[config.mk]
export PLATFORM = sky130hd
export DESIGN_NAME = debug_ram_writer
export DESIGN_NICKNAME = d
export VERILOG_FILES = /design/src/rtl/debug_ram_writer.sv
export SDC_FILE = /design/constraint.sdc
export NUM_CORES = 1
export LEC_CHECK = 0
export CORE_MARGIN = 2
export CORE_UTILIZATION = 40
export DETAILED_ROUTE_END_ITERATION = 8
export PLACE_DENSITY = 0.77
export SETUP_SLACK_MARGIN = 0.3
export SYNTH_ARGS = -nofsm -noshare
export SYNTH_HDL_FRONTEND = slang
export SYNTH_SLANG_ARGS = --single-unit
[constraint.sdc]
create_clock -name clk -period 2.6 [get_ports clk]
set_input_delay 0.39 -clock clk [delete_from_list [all_inputs] [get_ports clk]]
set_output_delay 0.39 -clock clk [all_outputs]
set_load 0.005 [all_outputs]
[src/rtl/debug_ram_writer.sv]
// Write-side front end for the VGA debug RAM (port A). It zero-fills the RAM after
// reset or on request, then stores a valid/ready byte stream at an auto-incrementing pointer.
module debug_ram_writer #(
  parameter int unsigned ADDR_W = 10,
  parameter int unsigned DATA_W = 8
) (
  input  logic              clk,
  input  logic              rst_n,
  input  logic              in_valid,
  input  logic [DATA_W-1:0] in_data,
  output logic              in_ready,
  input  logic              set_valid,
  input  logic [ADDR_W-1:0] set_addr,
  input  logic              clear_req,
  output logic              ram_en,
  output logic [ADDR_W-1:0] ram_addr,
  output logic [DATA_W-1:0] ram_data,
  output logic              busy,
  output logic              wrapped
);

  typedef enum logic {
    CLEAR,
    RUN
  } state_t;

  state_t            state;
  logic [ADDR_W-1:0] clr_cnt;
  logic [ADDR_W-1:0] ptr;

  logic              xfer;
  logic [ADDR_W-1:0] wr_addr;

  // A set strobe that coincides with a transfer redirects that same byte.
  always_comb begin
    xfer    = 1'b0;
    wr_addr = ptr;
    if (state == RUN) begin
      xfer = in_valid && in_ready;
    end
    if (set_valid) begin
      wr_addr = set_addr;
    end
  end

  always_ff @(posedge clk) begin
    if (!rst_n) begin
      state    <= CLEAR;
      clr_cnt  <= '0;
      ptr      <= '0;
      wrapped  <= 1'b0;
      ram_en   <= 1'b0;
      ram_addr <= '0;
      ram_data <= '0;
      in_ready <= 1'b0;
      busy     <= 1'b1;
    end else begin
      case (state)
        CLEAR: begin
          in_ready <= 1'b0;
          busy     <= 1'b1;
          if (clear_req) begin
            clr_cnt <= '0;
            ram_en  <= 1'b0;
            ptr     <= '0;
            wrapped <= 1'b0;
          end else begin
            ram_en   <= 1'b1;
            ram_addr <= clr_cnt;
            ram_data <= '0;
            clr_cnt  <= clr_cnt + ADDR_W'(1);
            if (clr_cnt == '1) begin
              state <= RUN;
            end
          end
        end

        RUN: begin
          // in_ready trails the state by one cycle, giving the 2^ADDR_W+1 fill length.
          in_ready <= 1'b1;
          busy     <= 1'b0;
          if (xfer) begin
            ram_en   <= 1'b1;
            ram_addr <= wr_addr;
            ram_data <= in_data;
            ptr      <= wr_addr + ADDR_W'(1);
            if (wr_addr == '1) begin
              wrapped <= 1'b1;
            end
          end else begin
            ram_en <= 1'b0;
            if (set_valid) begin
              ptr <= set_addr;
            end
          end
          if (clear_req) begin
            state    <= CLEAR;
            clr_cnt  <= '0;
            ptr      <= '0;
            wrapped  <= 1'b0;
            in_ready <= 1'b0;
            busy     <= 1'b1;
          end
        end

        default: begin
          state <= CLEAR;
        end
      endcase
    end
  end

endmodule

### After elaboration in Yosys (flattened, before gate mapping)

Index checks and enable logic that the tools add are counted.

| storage, ports and cells | value |
|---|---|
| register bits after elaboration | 43 |
| word-level logic and storage cells | 51 |
| input bits | 23 |
| output and inout bits | 22 |

| operators by class | value |
|---|---|
| equal/unequal tests | 8 |
| muxes and demuxes | 28 |
| add/subtract/negate cells | 2 |
| reduce and logical (&&, ||, !) cells | 3 |
| bitwise operators | 1 |

Operators with widths:

| kind | number |
|---|---|
| 10-bit 2-to-1 mux | 7 |
| 10-bit case mux with 2 select lines | 3 |
| 10-bit by 1-bit adder with 10-bit output (second input constant) | 2 |
| 10-bit == test (second input constant) | 2 |
| 8-bit 2-to-1 mux | 2 |
| 8-bit case mux with 2 select lines | 1 |
| 1-bit 2-to-1 mux | 10 |
| 1-bit case mux with 2 select lines | 5 |
| 2-bit inequality test (second input constant) | 3 |
| 3-bit by 2-bit inequality test with 1-bit output (second input constant) | 2 |
| 3-bit AND reduction | 1 |
| 2-bit by 1-bit inequality test with 1-bit output (second input constant) | 1 |
| 2-bit AND reduction | 1 |
| 1-bit logical AND | 1 |
| 1-bit inverter | 1 |

### Longest topological paths before layout

| logic depth | value |
|---|---|
| word-level depth | 6 |
| gate-level depth with buffers | 9 |
| gate-level depth less buffers | 7 |

### Worst setup path after synthesis

No wires, ideal clock.

| timing | value |
|---|---|
| kind | input to register |
| start | input set_valid |
| end | register ptr[8] |
| setup time | 83 ps |
| slack | 734 ps |
| arrival | 1783 ps |
| buffers on the path | 2 |
| cell stages on the path | 9 |
| required time | 2517 ps |
| cells stage by stage | buf_6 buf_8 mux2i_1 inv_1 ha_1 nand4_2 a21oi_4 a311o_1 o221ai_1 |

| between the ends | value |
|---|---|
| cells in the longest elaborated chain, start to end | 5 |

Ends and longest elaborated chain:

| element | RTL line | source |
|---|---|---|
| from (decl) | 12 | `input logic set_valid,` |
| 10-bit 2-to-1 mux * | 41 | `if (set_valid) begin` |
| 10-bit by 1-bit adder with 10-bit output | 86 | `ptr <= wr_addr + ADDR_W'(1);` |
| 10-bit 2-to-1 mux * | 82 | `if (xfer) begin` |
| 10-bit 2-to-1 mux * | 96 | `if (clear_req) begin` |
| 10-bit case mux with 2 select lines * | 58 | `case (state)` |
| to (signal assigned) | 86 |  |
| to (signal assigned) | 93 | `ptr <= set_addr;` |
| to (decl) | 29 | `logic [ADDR_W-1:0] ptr;` |

Mark *: on every way between the ends. The rest lies on a longest branch, timed or not.
A chain may end at the register's enable or synchronous reset.

### Worst setup path after layout

Ends and elaborated chain as after synthesis.

==> metrics.md <==
| Metric | Value |
|---|---|
| Synth Net Count | `257` |
| Dpl ws | `336 ps` |
| Gate Count Post-Synth | `232` |
| CTS tree | `yes` |
| Top cells by area, synth | `dfxtp_1 41%, mux2i_1 6.6%, nand2_1 6.4%` |
| Post-DP Area | `2650 um^2` |
| Clock root buffer | `clkbuf_8` |
| Share of cells above drive strength 1 | `0.0989` |
| VDD IR max | `350 uV` |
| Diode count | `0` |
| Worst R2R Setup Slack | `940 ps` |
| Top-count cell post-synth | `dfxtp_1` |
| Clock transition at path regs | `90 ps` |
| Post-synth top cells | `43 x dfxtp_1, 36 x nand2_1, 20 x nor2_1, 15 x a21oi_1, 14 x mux2i_1` |
| Die X | `76.7 um` |
| Final hold vios | `0` |
| Post-synthesis adder-cell area fraction | `0.0118` |
| Port bufs | `44` |
| FF-to-FF path depth | `7` |
| Main combinational cell family by area after synthesis | `simple AND/OR/NAND/NOR gates` |
| IO Count | `45` |
| First-pass GRT wire length | `8.42 mm` |
| Outcome | `finished, final reports clean` |
| Lkg Pwr | `0.992 nW` |
| Final-report setup violation count | `0` |
| Largest net degree at the start of global routing | `23` |
| Final setup TNS | `0 ps` |
| Power density over the cells | `442 nW/um^2` |
| Setup slack after layout | `616 ps` |
| Crit path DAT | `2210 ps` |
| Required time of the critical path | `2820 ps` |
| Top FF cell, synth | `dfxtp_1` |
| Hold WC Path Type | `reg2reg` |
| Register area share after synthesis | `0.407` |
| Max-slew violation count | `0` |
| GRT Residual Overflow | `0` |
| Crit start category | `input pin` |
| Area share of the largest cell type after synthesis | `0.407` |
| Clock skew | `13.7 ps` |
| Initial core utilization | `0.414` |
| Starting DRT DRC Count | `128` |
| Simple-Gate Fraction of Synth Area | `0.214` |
| Clock sink total | `43` |
| Min-delay src | `ram_addr[5]` |
| Drt pass-1 iters | `4` |
| Clk buf depth | `2` |
| GP Congestion | `0.873` |
| Hold Path Depth | `2` |
| Row cnt | `26` |
| Via count | `1,913` |
| Compound-Gate Fraction of Synth Area | `0.209` |
| Share of synthesized flip-flops with an asynchronous set or reset | `0` |
| Design Area, Final | `2740 um^2` |
| Max-cap viol count | `0` |
| Synthesized area | `2110 um^2` |
| Die area | `5880 um^2` |
| Final WL | `4.92 mm` |
| Seq cells post-synth | `43` |
| Dominant cell type by area after synthesis | `dfxtp_1` |
| CP max FO | `4` |
| Clock Latency Late Sink | `300 ps` |
| DP Cell Count | `345` |
| Non-Filler Instances | `353` |
| Yosys Warn Count | `0` |
| Die height | `76.7 um` |
| Dpl hpwl | `3.66 mm` |
| CORE AREA | `5110 um^2` |
| Max_slew headroom | `0.673` |
| RSZ-0062 raised after global routing | `false` |
| Number of global-route vias before repair | `1,806` |
| Reg-to-reg startpoint | `ptr[1]` |
| Post-Synth XOR/XNOR Area | `0.0373` |
| DR WL/cell | `13.9 um` |
| FF-to-FF End | `ptr[6]` |
| Syn avg cell area | `9.11 um^2` |
| Area grow syn2layout | `29.8%` |
| Final ANT Viol Nets | `0` |
| GRT Util Overall | `0.177` |
| DR vias/cell | `5.42` |
| Mux share of post-synthesis cell area | `0.0769` |
| Setup crit end kind | `flip-flop` |
| DRC viols | `0` |
| Hold EP | `ram_addr[5]` |
| Unique masters post-synth | `46` |
| Post-synth EDFFs | `0` |
| Worst hold slack | `455 ps` |
| Worst-margin pin slew | `489 ps` |
| Antenna violations before repair | `0` |
| Min Tclk post-route | `1980 ps` |
| Final net count | `307` |
| Achievable Freq | `504 MHz` |
| Postcts setup bufs | `0` |
| Fin crit share | `0.763` |
| Post-cts sizing count | `0` |
| CP Class | `in2reg` |
| Cts hold-fix bufs | `0` |
| H-Tree Depth | `2` |
| TritonCTS buffer count | `5` |
[sequential cells by signal, summed over array words and instances, names as in the netlist]
name and count:
busy 1, wrapped 1, ram_en 1, state 1
ptr 10, in_ready 1, ram_addr 10, clr_cnt 10
ram_data 8
[layout make-up]
class	count	area, um^2
Inverter	7	26.3
Timing Repair Buffer	54	515
Fill cell	489	2360
Multi-Input combinational cell	171	1160
Clock inverter	3	25.0
Tap cell	70	87.6
Sequential cell	43	861
Clock buffer	5	68.8
[critical path, cell delays in order]
cell             delay [ps]
clkdlybuf4s50_1         560
mux2i_1                 310
inv_1                    80
ha_1                    220
nand4_2                 160
a21oi_4                  60
a311o_1                 360
o221ai_1                 70
[per-stage QoR]
| step | utilization | power [mW] |
|---|---|---|
| detailed placement | 0.519 | 0.788 |
| finish | 0.537 | 1.21 |
| global placement | 0.519 | 0.787 |
| CTS | 0.537 | 1.23 |
| global route | 0.537 | 1.26 |
| floorplan | - | 0.730 |
[worst max path at each step]
stage / start / endpoint / slack (ps)
after floorplan: set_valid / ptr[8] / 730
after global placement: set_valid / ptr[3] / 390
after detailed placement: set_valid / ptr[8] / 340
after CTS: set_valid / ptr[8] / 640
after global routing: set_valid / ptr[8] / 510
final: set_valid / ptr[8] / 620
[cells by family after synthesis]
| family | Yosys count |
|---|---|
| compound gates | 55 |
| mux | 16 |
| fa+ha+maj | 2 |
| xor+xnor | 9 |
| simple gates | 89 |
| flops | 43 |
| buf+inv | 18 |
[cells in the final DEF, fill, tap and decap left out, types with 2 or more instances in the layout]
cell             count
mux2_1               2
nand3b_1             3
o221ai_1             2
buf_4               10
a211o_1              2
mux2i_1             14
ha_1                 2
or3_1                3
o21ai_0              2
nand3_1              9
nor3_1               5
nand2_1             36
and3_1               2
a22o_1               8
a311o_1              2
nor2_1              20
xor2_1               4
a21oi_1             15
clkinv_4             2
nand4_1              2
clkdlybuf4s50_1     44
nor2b_1              2
xnor2_1              5
dfxtp_1             43
o211ai_1            12
clkbuf_8             5
inv_1                7
[power breakdown]
group / internal (mW) / total, mW / leakage (nW) / switching [mW]
logic: 0.0567 / 0.110 / 0.601 / 0.0530
clock network: 0.192 / 0.440 / 0.0443 / 0.248
registers: 0.661 / 0.664 / 0.347 / 0.00263
total: 0.910 / 1.21 / 0.992 / 0.304
[per-layer routing]
metal / track usage / vias to the layer above / share of wire
met1: 0.226 / 884 / 0.45
met2: 0.272 / 76 / 0.44
met3: 0.0471 / 17 / 0.069
met4: 0.0945 / 0 / 0.044
met5: 0 / - / 0
li1: - / 936 / -
No activity file was read; power rests on OpenSTA's default activity.
